**config.mk**
```make
export PLATFORM = sky130hd
export DESIGN_NAME = sr_coupling_scheduler
export DESIGN_NICKNAME = d
export VERILOG_FILES = /design/src/rtl/sr_coupling_pkg.sv /design/src/rtl/sr_coupling_scheduler_engine.sv /design/src/rtl/sr_coupling_scheduler.sv
export SDC_FILE = /design/constraint.sdc
export NUM_CORES = 2
export LEC_CHECK = 0
export ABC_AREA = 1
export CAP_MARGIN = 20
export CELL_PAD_IN_SITES_DETAIL_PLACEMENT = 1
export CELL_PAD_IN_SITES_GLOBAL_PLACEMENT = 2
export CORE_UTILIZATION = 40
export DETAILED_ROUTE_END_ITERATION = 8
export DONT_BUFFER_PORTS = 1
export GPL_ROUTABILITY_DRIVEN = 0
export GPL_TIMING_DRIVEN = 0
export PLACE_DENSITY = 0.86
export REMOVE_ABC_BUFFERS = 1
export SLEW_MARGIN = 10
export SYNTH_ARGS = -nofsm -noshare
export SYNTH_HDL_FRONTEND = slang
export SYNTH_SLANG_ARGS = --single-unit
```
**constraint.sdc**
```tcl
create_clock -name clk -period 9.33 [get_ports clk]
set_clock_uncertainty 0.15 [all_clocks]
set_input_delay 0.933 -clock clk [delete_from_list [all_inputs] [get_ports clk]]
set_output_delay 0.933 -clock clk [all_outputs]
set_load 0.02 [all_outputs]
```
**src/rtl/sr_coupling_pkg.sv**
```systemverilog
// sr_coupling_pkg: constants, saturation widths and FSM encodings
// shared by the SR coupling scheduler and its coupling engine.
package sr_coupling_pkg;

  localparam int FRAC = 14;
  localparam int ONE = 1 << FRAC;
  localparam int DEFAULT_THRESH = 12;
  localparam int DEFAULT_SCALE = 114;

  // prod saturates to this many bits
  localparam int PROD_W = 32;
  localparam logic [PROD_W-1:0] PROD_MAX = '1;

  typedef enum logic [1:0] {
    IDLE,
    EVAL,
    PUBLISH
  } state_t;

  typedef enum logic [1:0] {
    DIFF,
    SQ,
    SCALE,
    CLAMP
  } phase_t;

endpackage

```
**src/rtl/sr_coupling_scheduler_engine.sv**
```systemverilog
// coupling_engine: registered DIFF/SQ/SCALE datapath, CLAMP is
// combinational. Ports: phase enables, operands, det and c results.
module coupling_engine
  import sr_coupling_pkg::*;
#(
  parameter int WIDTH = 18
) (
  input  logic                    clk,
  input  logic                    rst_n,
  input  logic                    en_diff,
  input  logic                    en_sq,
  input  logic                    en_scale,
  input  logic signed [WIDTH-1:0] osc,
  input  logic signed [WIDTH-1:0] sr,
  input  logic [WIDTH-1:0]        thresh,
  input  logic [WIDTH-1:0]        scale,
  output logic [WIDTH-1:0]        det,
  output logic [WIDTH-1:0]        c
);

  localparam logic [WIDTH:0] DET_MAX =
    {2'b00, {(WIDTH-1){1'b1}}};
  localparam logic [PROD_W-1:0] ONE_P = PROD_W'(ONE);

  logic signed [WIDTH:0] diff;
  logic [WIDTH:0]        mag;
  logic [WIDTH-1:0]      det_n;
  logic [2*WIDTH-1:0]    sq;
  logic [2*WIDTH-1:0]    sq_n;
  logic [3*WIDTH-1:0]    full;
  logic [PROD_W-1:0]     prod;
  logic [PROD_W-1:0]     prod_n;
  logic                  zero_c;

  always_comb begin
    diff = (WIDTH+1)'(osc) - (WIDTH+1)'(sr);
    mag = diff[WIDTH] ? $unsigned(-diff) : $unsigned(diff);
    det_n = (mag > DET_MAX) ? DET_MAX[WIDTH-1:0]
                            : mag[WIDTH-1:0];
    sq_n = (2*WIDTH)'(det) * (2*WIDTH)'(det);
    full = (3*WIDTH)'(sq) * (3*WIDTH)'(scale);
    prod_n = (|full[3*WIDTH-1:PROD_W]) ? PROD_MAX
                                       : full[PROD_W-1:0];
    // prod >= ONE would go negative: clamp to zero
    if (zero_c || prod >= ONE_P) c = '0;
    else c = WIDTH'(ONE_P - prod);
  end

  always_ff @(posedge clk or negedge rst_n) begin
    if (!rst_n) begin
      det <= '0;
      sq <= '0;
      zero_c <= 1'b0;
      prod <= '0;
    end else begin
      if (en_diff) det <= det_n;
      if (en_sq) begin
        sq <= sq_n;
        zero_c <= (det > thresh);
      end
      if (en_scale) prod <= prod_n;
    end
  end

endmodule

```
**src/rtl/sr_coupling_scheduler.sv**
```systemverilog
// sr_coupling_scheduler: shares one coupling engine across N_CH pairs.
// In: clk_en strobe, omega_osc/omega_sr, cfg_*. Out: detuning, coupling,
// lock, frame_valid pulse, busy, saturating overrun_cnt.
module sr_coupling_scheduler
  import sr_coupling_pkg::*;
#(
  parameter int N_CH = 5,
  parameter int WIDTH = 18,
  parameter int LOCK_LEVEL = 8192,
  parameter int LOCK_FRAMES = 4
) (
  input  logic                  clk,
  input  logic                  rst_n,
  input  logic                  clk_en,
  input  logic [N_CH*WIDTH-1:0] omega_osc,
  input  logic [N_CH*WIDTH-1:0] omega_sr,
  input  logic                  cfg_we,
  input  logic [2:0]            cfg_addr,
  input  logic [WIDTH-1:0]      cfg_thresh,
  input  logic [WIDTH-1:0]      cfg_scale,
  output logic [N_CH*WIDTH-1:0] detuning,
  output logic [N_CH*WIDTH-1:0] coupling,
  output logic [N_CH-1:0]       lock,
  output logic                  frame_valid,
  output logic                  busy,
  output logic [7:0]            overrun_cnt
);

  localparam int CW = (N_CH > 1) ? $clog2(N_CH) : 1;
  localparam int LW = $clog2(LOCK_FRAMES + 1);
  localparam logic [CW-1:0] LAST = CW'(N_CH - 1);
  localparam logic [LW-1:0] LFULL = LW'(LOCK_FRAMES);

  state_t state, state_n;
  phase_t phase, phase_n;
  logic [CW-1:0] ch, ch_n;
  logic accept, en_diff, en_sq, en_scale, wr_slot, pub;
  logic cfg_ok;

  logic [WIDTH-1:0] thresh_r [N_CH];
  logic [WIDTH-1:0] scale_r [N_CH];
  logic [WIDTH-1:0] thresh_s [N_CH];
  logic [WIDTH-1:0] scale_s [N_CH];
  logic signed [WIDTH-1:0] osc_s [N_CH];
  logic signed [WIDTH-1:0] sr_s [N_CH];
  logic [WIDTH-1:0] sh_det [N_CH];
  logic [WIDTH-1:0] sh_c [N_CH];
  logic [LW-1:0] cnt [N_CH];
  logic [LW-1:0] cnt_n [N_CH];
  logic [WIDTH-1:0] eng_det, eng_c;

  assign busy = (state != IDLE);
  assign cfg_ok = int'(cfg_addr) < N_CH;

  coupling_engine #(.WIDTH(WIDTH)) u_engine (
    .clk      (clk),
    .rst_n    (rst_n),
    .en_diff  (en_diff),
    .en_sq    (en_sq),
    .en_scale (en_scale),
    .osc      (osc_s[ch]),
    .sr       (sr_s[ch]),
    .thresh   (thresh_s[ch]),
    .scale    (scale_s[ch]),
    .det      (eng_det),
    .c        (eng_c)
  );

  always_comb begin
    state_n = state;
    phase_n = phase;
    ch_n = ch;
    accept = 1'b0;
    en_diff = 1'b0;
    en_sq = 1'b0;
    en_scale = 1'b0;
    wr_slot = 1'b0;
    pub = 1'b0;
    unique case (state)
      IDLE: begin
        if (clk_en) begin
          accept = 1'b1;
          state_n = EVAL;
          phase_n = DIFF;
          ch_n = '0;
        end
      end
      EVAL: begin
        unique case (phase)
          DIFF: begin
            en_diff = 1'b1;
            phase_n = SQ;
          end
          SQ: begin
            en_sq = 1'b1;
            phase_n = SCALE;
          end
          SCALE: begin
            en_scale = 1'b1;
            phase_n = CLAMP;
          end
          CLAMP: begin
            wr_slot = 1'b1;
            phase_n = DIFF;
            if (ch == LAST) state_n = PUBLISH;
            else ch_n = ch + CW'(1);
          end
          default: phase_n = DIFF;
        endcase
      end
      PUBLISH: begin
        pub = 1'b1;
        state_n = IDLE;
      end
      default: state_n = IDLE;
    endcase
  end

  always_comb begin
    for (int i = 0; i < N_CH; i++) begin
      cnt_n[i] = '0;
      if (sh_c[i] >= WIDTH'(LOCK_LEVEL))
        cnt_n[i] = (cnt[i] == LFULL) ? cnt[i]
                                     : cnt[i] + LW'(1);
    end
  end

  always_ff @(posedge clk or negedge rst_n) begin
    if (!rst_n) begin
      state <= IDLE;
      phase <= DIFF;
      ch <= '0;
      overrun_cnt <= '0;
    end else begin
      state <= state_n;
      phase <= phase_n;
      ch <= ch_n;
      // strobes while busy or publishing are dropped
      if (clk_en && state != IDLE && overrun_cnt != 8'hFF)
        overrun_cnt <= overrun_cnt + 8'd1;
    end
  end

  always_ff @(posedge clk or negedge rst_n) begin
    if (!rst_n) begin
      for (int i = 0; i < N_CH; i++) begin
        thresh_r[i] <= WIDTH'(DEFAULT_THRESH);
        scale_r[i] <= WIDTH'(DEFAULT_SCALE);
      end
    end else if (cfg_we && cfg_ok) begin
      thresh_r[cfg_addr[CW-1:0]] <= cfg_thresh;
      scale_r[cfg_addr[CW-1:0]] <= cfg_scale;
    end
  end

  always_ff @(posedge clk or negedge rst_n) begin
    if (!rst_n) begin
      for (int i = 0; i < N_CH; i++) begin
        thresh_s[i] <= '0;
        scale_s[i] <= '0;
        osc_s[i] <= '0;
        sr_s[i] <= '0;
        sh_det[i] <= '0;
        sh_c[i] <= '0;
        cnt[i] <= '0;
      end
      detuning <= '0;
      coupling <= '0;
      lock <= '0;
      frame_valid <= 1'b0;
    end else begin
      frame_valid <= pub;
      if (accept) begin
        for (int i = 0; i < N_CH; i++) begin
          thresh_s[i] <= thresh_r[i];
          scale_s[i] <= scale_r[i];
          osc_s[i] <= omega_osc[i*WIDTH +: WIDTH];
          sr_s[i] <= omega_sr[i*WIDTH +: WIDTH];
        end
      end
      if (wr_slot) begin
        sh_det[ch] <= eng_det;
        sh_c[ch] <= eng_c;
      end
      if (pub) begin
        for (int i = 0; i < N_CH; i++) begin
          detuning[i*WIDTH +: WIDTH] <= sh_det[i];
          coupling[i*WIDTH +: WIDTH] <= sh_c[i];
          cnt[i] <= cnt_n[i];
          lock[i] <= (cnt_n[i] == LFULL);
        end
      end
    end
  end

endmodule
```
---- After elaboration in Yosys (flattened, before gate mapping) ----
Cells that the tools add are included.
operators by class
  $add $sub $neg .......................... 10
  multipliers ............................. 2
  order comparisons ....................... 13
  eq/ne operators ......................... 21
  muxes and demuxes ....................... 56
  bitwise gates (word level) .............. 2
  reduce and logical (&&, ||, !) cells .... 14
operators by type and width
  cell                      number
  $bwmux W90                4
  $bmux W18 S3              4
  $mux W18                  12
  $demux W18 S3             2
  $ge A18 B14 Y1 const B    5
  $mul A36 B18 Y54          1
  $mux W3                   13
  $mul A18 B18 Y36          1
  $eq A3 B3 Y1 const B      11
  $ge A32 B15 Y1 const B    1
  $mux W32                  1
  $reduce_or A22 Y1         1
  $gt A19 B17 Y1 const B    1
  $mux W19                  1
  $neg A19 Y19              1
  $sub A18 B18 Y19          1
  $add A3 B1 Y3 const B     6
  $gt A18 B18 Y1            1
  $sub A15 B18 Y18 const A  1
  $mux W1                   11
  $add A8 B1 Y8 const B     1
  $ge A4 B4 Y1 const B      2
  $lt A4 B1 Y1 const B      2
  $mux W2                   4
  16 further kinds          30
word-level totals
  register bits after elaboration ......... 1023
  bits of input ports ..................... 223
  output and inout bits ................... 195

---- Logic depth before layout (Yosys ltp) ----
  depth in word-level cells ............... 9
  gate-level depth with buffers ........... 42
  gate-level depth less buffers ........... 38

---- By module ----
From an unflattened synthesis, not the netlist that was laid out.
unflattened totals
  cells, all modules ...................... 9579
  area total of the unflattened synthesis .. 74848.0 µm²
modules (own cells, without submodules)
  module                 instances  cells each  area an instance (µm²)  sequential area each (µm²)
  sr_coupling_scheduler  1          4342        37438.4                 23460.0
  coupling_engine        1          5237        37409.6                 2152.1

---- Worst setup path before layout ----
No wires, ideal clock.
  path type ............................... flip-flop to flip-flop
  start ................................... register ch[2]
  end ..................................... register u_engine.prod[1]
  data arrival time ....................... 6650 ps
  data required time ...................... 9066 ps
  path slack .............................. 2416 ps
  cell stages (with the launch flop) ...... 38
  path buffers ............................ 4
  path through ............................ dfrtp_1 > buf_2 > nor3_2 > clkbuf_1 > a22oi_1 > nand2_1 > nor2_1 > inv_1 > buf_2 > nand2_1 > fa_1 > inv_1 > fa_1 > inv_1 > fa_1 > inv_1 > fa_1 > fa_1 > [2 not listed] > inv_1 > ha_1 > nand2_1 > inv_1 > nand2_1 > inv_1 > a21oi_1 > nand2_1 > nand2_1 > nand2_1 > xor2_1 > nor2_1 > nand2_1 > nor2_1 > nand3_2 > buf_6 > nor2_2 > nor2_1
between the ends
  cells in the longest elaborated chain, start to end .. 7
ends and longest elaborated chain
  item                                              RTL line                            source
  start: declaration                                sr_coupling_scheduler.sv:36         logic [CW-1:0] ch, ch_n;
  start signal: assignment                          sr_coupling_scheduler.sv:137        ch <= ch_n;
  $not A3 Y4 (not written as such) (*)              sr_coupling_scheduler.sv:64         .scale (scale_s[ch]),
  $bmux W18 S3 (*)                                  sr_coupling_scheduler.sv:64
  $mux W18 (not written as such) (*) (2 in series)  sr_coupling_scheduler.sv:64
  $mul A36 B18 Y54 (*)                              sr_coupling_scheduler_engine.sv:41  full = (3*WIDTH)'(sq) * (3*WIDTH)'(scale);
  $reduce_or A22 Y1                                 sr_coupling_scheduler_engine.sv:42  prod_n = (|full[3*WIDTH-1:PROD_W]) ? PROD_MAX
  $mux W32 (*)                                      sr_coupling_scheduler_engine.sv:42
  end signal: assignment                            sr_coupling_scheduler_engine.sv:61  if (en_scale) prod <= prod_n;
  end: declaration                                  sr_coupling_scheduler_engine.sv:31  logic [PROD_W-1:0] prod;
Mark *: on every way between the ends. The rest lies on a longest branch, timed or not. The select of a mux whose other input is x is not followed.
A chain may end at the register's enable or synchronous reset.

---- Worst setup path after layout ----
  start ................................... register ch[0]
  end ..................................... register u_engine.prod[0]
The elaborated chain is that of the path after synthesis.

==> out/summary.md <==
The number of clock buffers inserted by TritonCTS came out at 113. The run gives 3 as the worst-case clock buffer depth. The worst setup path is of the register to register kind. Summed over all layers, the global routing overflow is 0. Summing all non-filler instances in the final layout gives an area of 80800 um2. The logs give 40.3% for the initial cell density of the core and 9.81 ns for the required time of the worst setup path.

The number of synthesized flops with an enable pin is 0. The final count of hold timing violations was 12. The count of nets left with antenna violations once routing finished came out at 0. The logs give 0 for the final max-slew violation count and 11100 for the total instance count after detailed placement. For the tightest hold margin, the log shows -0.0817 ns. The H-tree was split into 3 levels.

The average wire per cell in the routed design was 19.3 um. The worst slew slack as a fraction of its limit is 20.3%. The tools report the capturing element type of the critical path as a register. After the flow finishes, the layout carries non-filler instances totaling 11300. The half-perimeter wire length of the detailed placement result was 163000 um; the number of violations of the max-capacitance limit was 0.

After filler insertion, the fill cell instance count of the layout stands at 21600. TritonCTS built the clock tree. Dividing the detail-routed via count by the number of cells gives 5.04. Share of post-route cells with drive strength above 1: 5.58%. The number of violations reported at the end of detailed-routing iteration 0 was 3383; the initial antenna violation count was 13.

The vias after detailed routing is 56900, and the synthesized area divided by synthesized cell count is 8.11 um2. The largest single stage delay on the critical path is 0.57 ns. Global routing used 24.3% of the available tracks across all layers.

The flow ran to the end, but the final reports show violations. The number of remaining DRC errors was 0. The actual slew at the worst max-slew pin works out to 1.20 ns.

The flop and latch count out of synthesis is 1022. The checks that failed: negative hold slack. From left edge to right edge, the die measures 429 um. The number of global-route vias before repair came out at 62700. In this run the core area contains 156 standard-cell rows.

The worst-path maximum fanout is 23, and the fraction of synthesized cell area taken by the top area cell type is 34.0%. The tree built by TritonCTS fans out to 1022 sinks. The die covers 184000 um2. The port buffer count is 0, and the post-layout minimum cycle time is 8.92 ns. The clock slew seen by the registers of the worst setup and hold paths works out to 0.06 ns. 418 I/O pins were placed. The cell with the largest stage delay on the worst path is sky130_fd_sc_hd__fa_1. The placed instances occupy a cell area of 76400 um2.

The largest net degree at the start of global routing came out at 210. From synthesis to final layout, the design area changed by 10.7%. STA classifies the critical path startpoint as a register. Static timing analysis puts the maximum clock frequency at 112 MHz. First-pass detailed-route iteration total: 7. Setup violations remaining at the end of the flow were counted as 0. Prevailing post-synth register cell: sky130_fd_sc_hd__dfrtp_1.

The clock reaches the later pin of the worst-skew pair after 0.77 ns. sky130_fd_sc_hd__dfrtp_1 takes more of the synthesized area than any other cell. Cell seen most often among critical-path stages: sky130_fd_sc_hd__nand2_1.

For this run, the number of Yosys warnings is 0. In this run the cell area of the synthesized design comes to 72900 um2. Summed over all layers, the routed wires come to 219000 um. The cell count after synthesis came out at 8993. The tools report the clock root buffer master as sky130_fd_sc_hd__clkbuf_16.

The tools report the final net count as 10100. Of all flip-flops after synthesis, the portion carrying an async set or reset was 100%. The worst min-delay path class was input pin to async pin. The share of synthesized area occupied by flip-flops and latches came out at 35.1%. The logs give 47 for the distinct cell type count of the synthesized netlist and 44.6% for the utilization after layout. The final critical path takes up 95.6% of the cycle. The run gives 9.40 ns as the arrival time at the worst endpoint. Die outline height: 429 um. In this run the standard cell core region covers 181000 um2.

Sorting the synthesized cells by area gives the leading types as sky130_fd_sc_hd__dfrtp_1 (34%), sky130_fd_sc_hd__fa_1 (20%), sky130_fd_sc_hd__nand2_1 (17%), sky130_fd_sc_hd__inv_1 (7.5%), sky130_fd_sc_hd__ha_1 (5.2%). The first global-routing pass estimated 353000 um of wire.
## cells in the mapped netlist, types with 2 or more instances
cell type / number
sky130_fd_sc_hd__dfrtp_1: 992
sky130_fd_sc_hd__buf_6: 5
sky130_fd_sc_hd__a21oi_1: 111
sky130_fd_sc_hd__nor3_1: 25
sky130_fd_sc_hd__a22oi_1: 51
sky130_fd_sc_hd__or2_2: 39
sky130_fd_sc_hd__o22ai_1: 2
sky130_fd_sc_hd__o21ai_0: 484
sky130_fd_sc_hd__clkinv_1: 16
sky130_fd_sc_hd__a21boi_0: 2
sky130_fd_sc_hd__nor2_2: 48
sky130_fd_sc_hd__nand3_1: 161
sky130_fd_sc_hd__nand4_1: 59
sky130_fd_sc_hd__nand3b_1: 12
sky130_fd_sc_hd__nor2_1: 579
sky130_fd_sc_hd__nor4_1: 8
sky130_fd_sc_hd__o31ai_1: 6
sky130_fd_sc_hd__and3_1: 2
sky130_fd_sc_hd__fa_1: 744
sky130_fd_sc_hd__buf_4: 2
sky130_fd_sc_hd__inv_1: 1460
sky130_fd_sc_hd__buf_2: 27
sky130_fd_sc_hd__xnor2_1: 42
sky130_fd_sc_hd__ha_1: 303
sky130_fd_sc_hd__nand2_2: 11
sky130_fd_sc_hd__and2_1: 2
sky130_fd_sc_hd__a22o_1: 21
sky130_fd_sc_hd__nand3_2: 8
sky130_fd_sc_hd__nand2_1: 3270
sky130_fd_sc_hd__clkbuf_1: 313
sky130_fd_sc_hd__o21bai_1: 12
sky130_fd_sc_hd__o211ai_1: 4
sky130_fd_sc_hd__buf_1: 26
sky130_fd_sc_hd__xor2_1: 35
sky130_fd_sc_hd__a221oi_1: 38
sky130_fd_sc_hd__a21o_1: 7
sky130_fd_sc_hd__dfstp_2: 30
sky130_fd_sc_hd__nor3_2: 7
sky130_fd_sc_hd__inv_2: 20
sky130_fd_sc_hd__nor2_4: 2
## critical path, delay by kind of cell (launching register included)
kind	cells	cell delay, ns
buffers and inverters	12	1.89
adder cells (fa/ha/maj)	7	3.43
flip-flops	1	0.50
AND/OR/NAND/NOR	19	2.68
## kinds of logic (layout without fill, tap and decap cells)
kind of cell	after synthesis	in the layout	share of synthesized area [%]
AOI/OAI and AO/OA	745	745	5.73
xor gates and xnor gates	77	77	0.924
adders and majority gates	1047	1047	25.6
buffers and inverters	1869	1811	9.73
DFF	1022	1022	35.1
other	0	3	0
and+or+nand+nor	4233	4233	22.9
## final timing paths
path | from | to | slack [ns] | cells after the start
max in group asynchronous | rst_n | scale_r[70] | 7.36 | 2
max reg2reg | ch[0] | u_engine.prod[0] | 0.41 | 38
min in group clk | omega_osc[73] | osc_s[1] | 0.14 | 2
min reg2reg | scale_r[57] | scale_s[57] | 0.31 | 2
min | rst_n | detuning[51] | -0.08 | 1
max | ch[0] | u_engine.prod[0] | 0.41 | 38
## final cells by class
| type | instances | area, um2 | area share (%) |
|---|---|---|---|
| multi-input combinational | 6102 | 40500 | 50.1 |
| timing repair inverter | 1 | 7.51 | 0.00929 |
| clock buffer | 161 | 3290 | 4.07 |
| tap | 2370 | 2970 | 3.67 |
| timing repair buffer | 101 | 1970 | 2.44 |
| clock inverter | 52 | 763 | 0.945 |
| sequential | 1022 | 25600 | 31.7 |
| inverter | 1496 | 5680 | 7.03 |
| antenna | 3 | 7.51 | 0.00929 |
## cell usage in the layout, fill, tap and decap left out, types with 25 or more instances in the layout
cell type and n:
sky130_fd_sc_hd__dfrtp_1 988, sky130_fd_sc_hd__nand4_1 59, sky130_fd_sc_hd__dfstp_2 30, sky130_fd_sc_hd__or2_2 39, sky130_fd_sc_hd__xnor2_1 42, sky130_fd_sc_hd__a21oi_1 111, sky130_fd_sc_hd__nor3_1 25, sky130_fd_sc_hd__ha_1 303
sky130_fd_sc_hd__nand2_1 3263, sky130_fd_sc_hd__a22oi_1 51, sky130_fd_sc_hd__nor2_2 51, sky130_fd_sc_hd__nor2_1 560, sky130_fd_sc_hd__inv_1 1456, sky130_fd_sc_hd__xor2_1 35, sky130_fd_sc_hd__a221oi_1 38, sky130_fd_sc_hd__nand3_1 160
sky130_fd_sc_hd__clkbuf_16 114, sky130_fd_sc_hd__clkbuf_8 26, sky130_fd_sc_hd__buf_16 39, sky130_fd_sc_hd__o21ai_0 484, sky130_fd_sc_hd__fa_1 744
## repair_timing
item / CTS / global route
endpoints found under the hold margin: 118 / 0
setup buffers: 6 / 10
pin swaps: 3 / 4
gates resized for setup: 12 / 19
hold buffers: 2 / 0
setup endpoints to repair: 32 / 32
gates cloned: 1 / 0
## metal layers
layer	up-vias	part of all wire, %	track usage [%]
met4	20	2.5	6.22
met5	-	0.065	0
met2	1098	48	41.0
met3	298	5.3	4.38
met1	28900	44	32.1
li1	26600	-	-
## through the flow
| stage | setup TNS [ns] | worst slack (ns) |
|---|---|---|
| after global placement | - | -49.70 |
| after floorplan | -7535.51 | -20.71 |
| after CTS | 0 | 0.0515 |
| after global routing | -0.0417 | -0.0278 |
| final | 0 | 0.410 |
| after detailed placement | -18.25 | -0.666 |
Power is not shown: default switching activity piles up to over one toggle a cycle in this logic, so the estimate is an artifact.
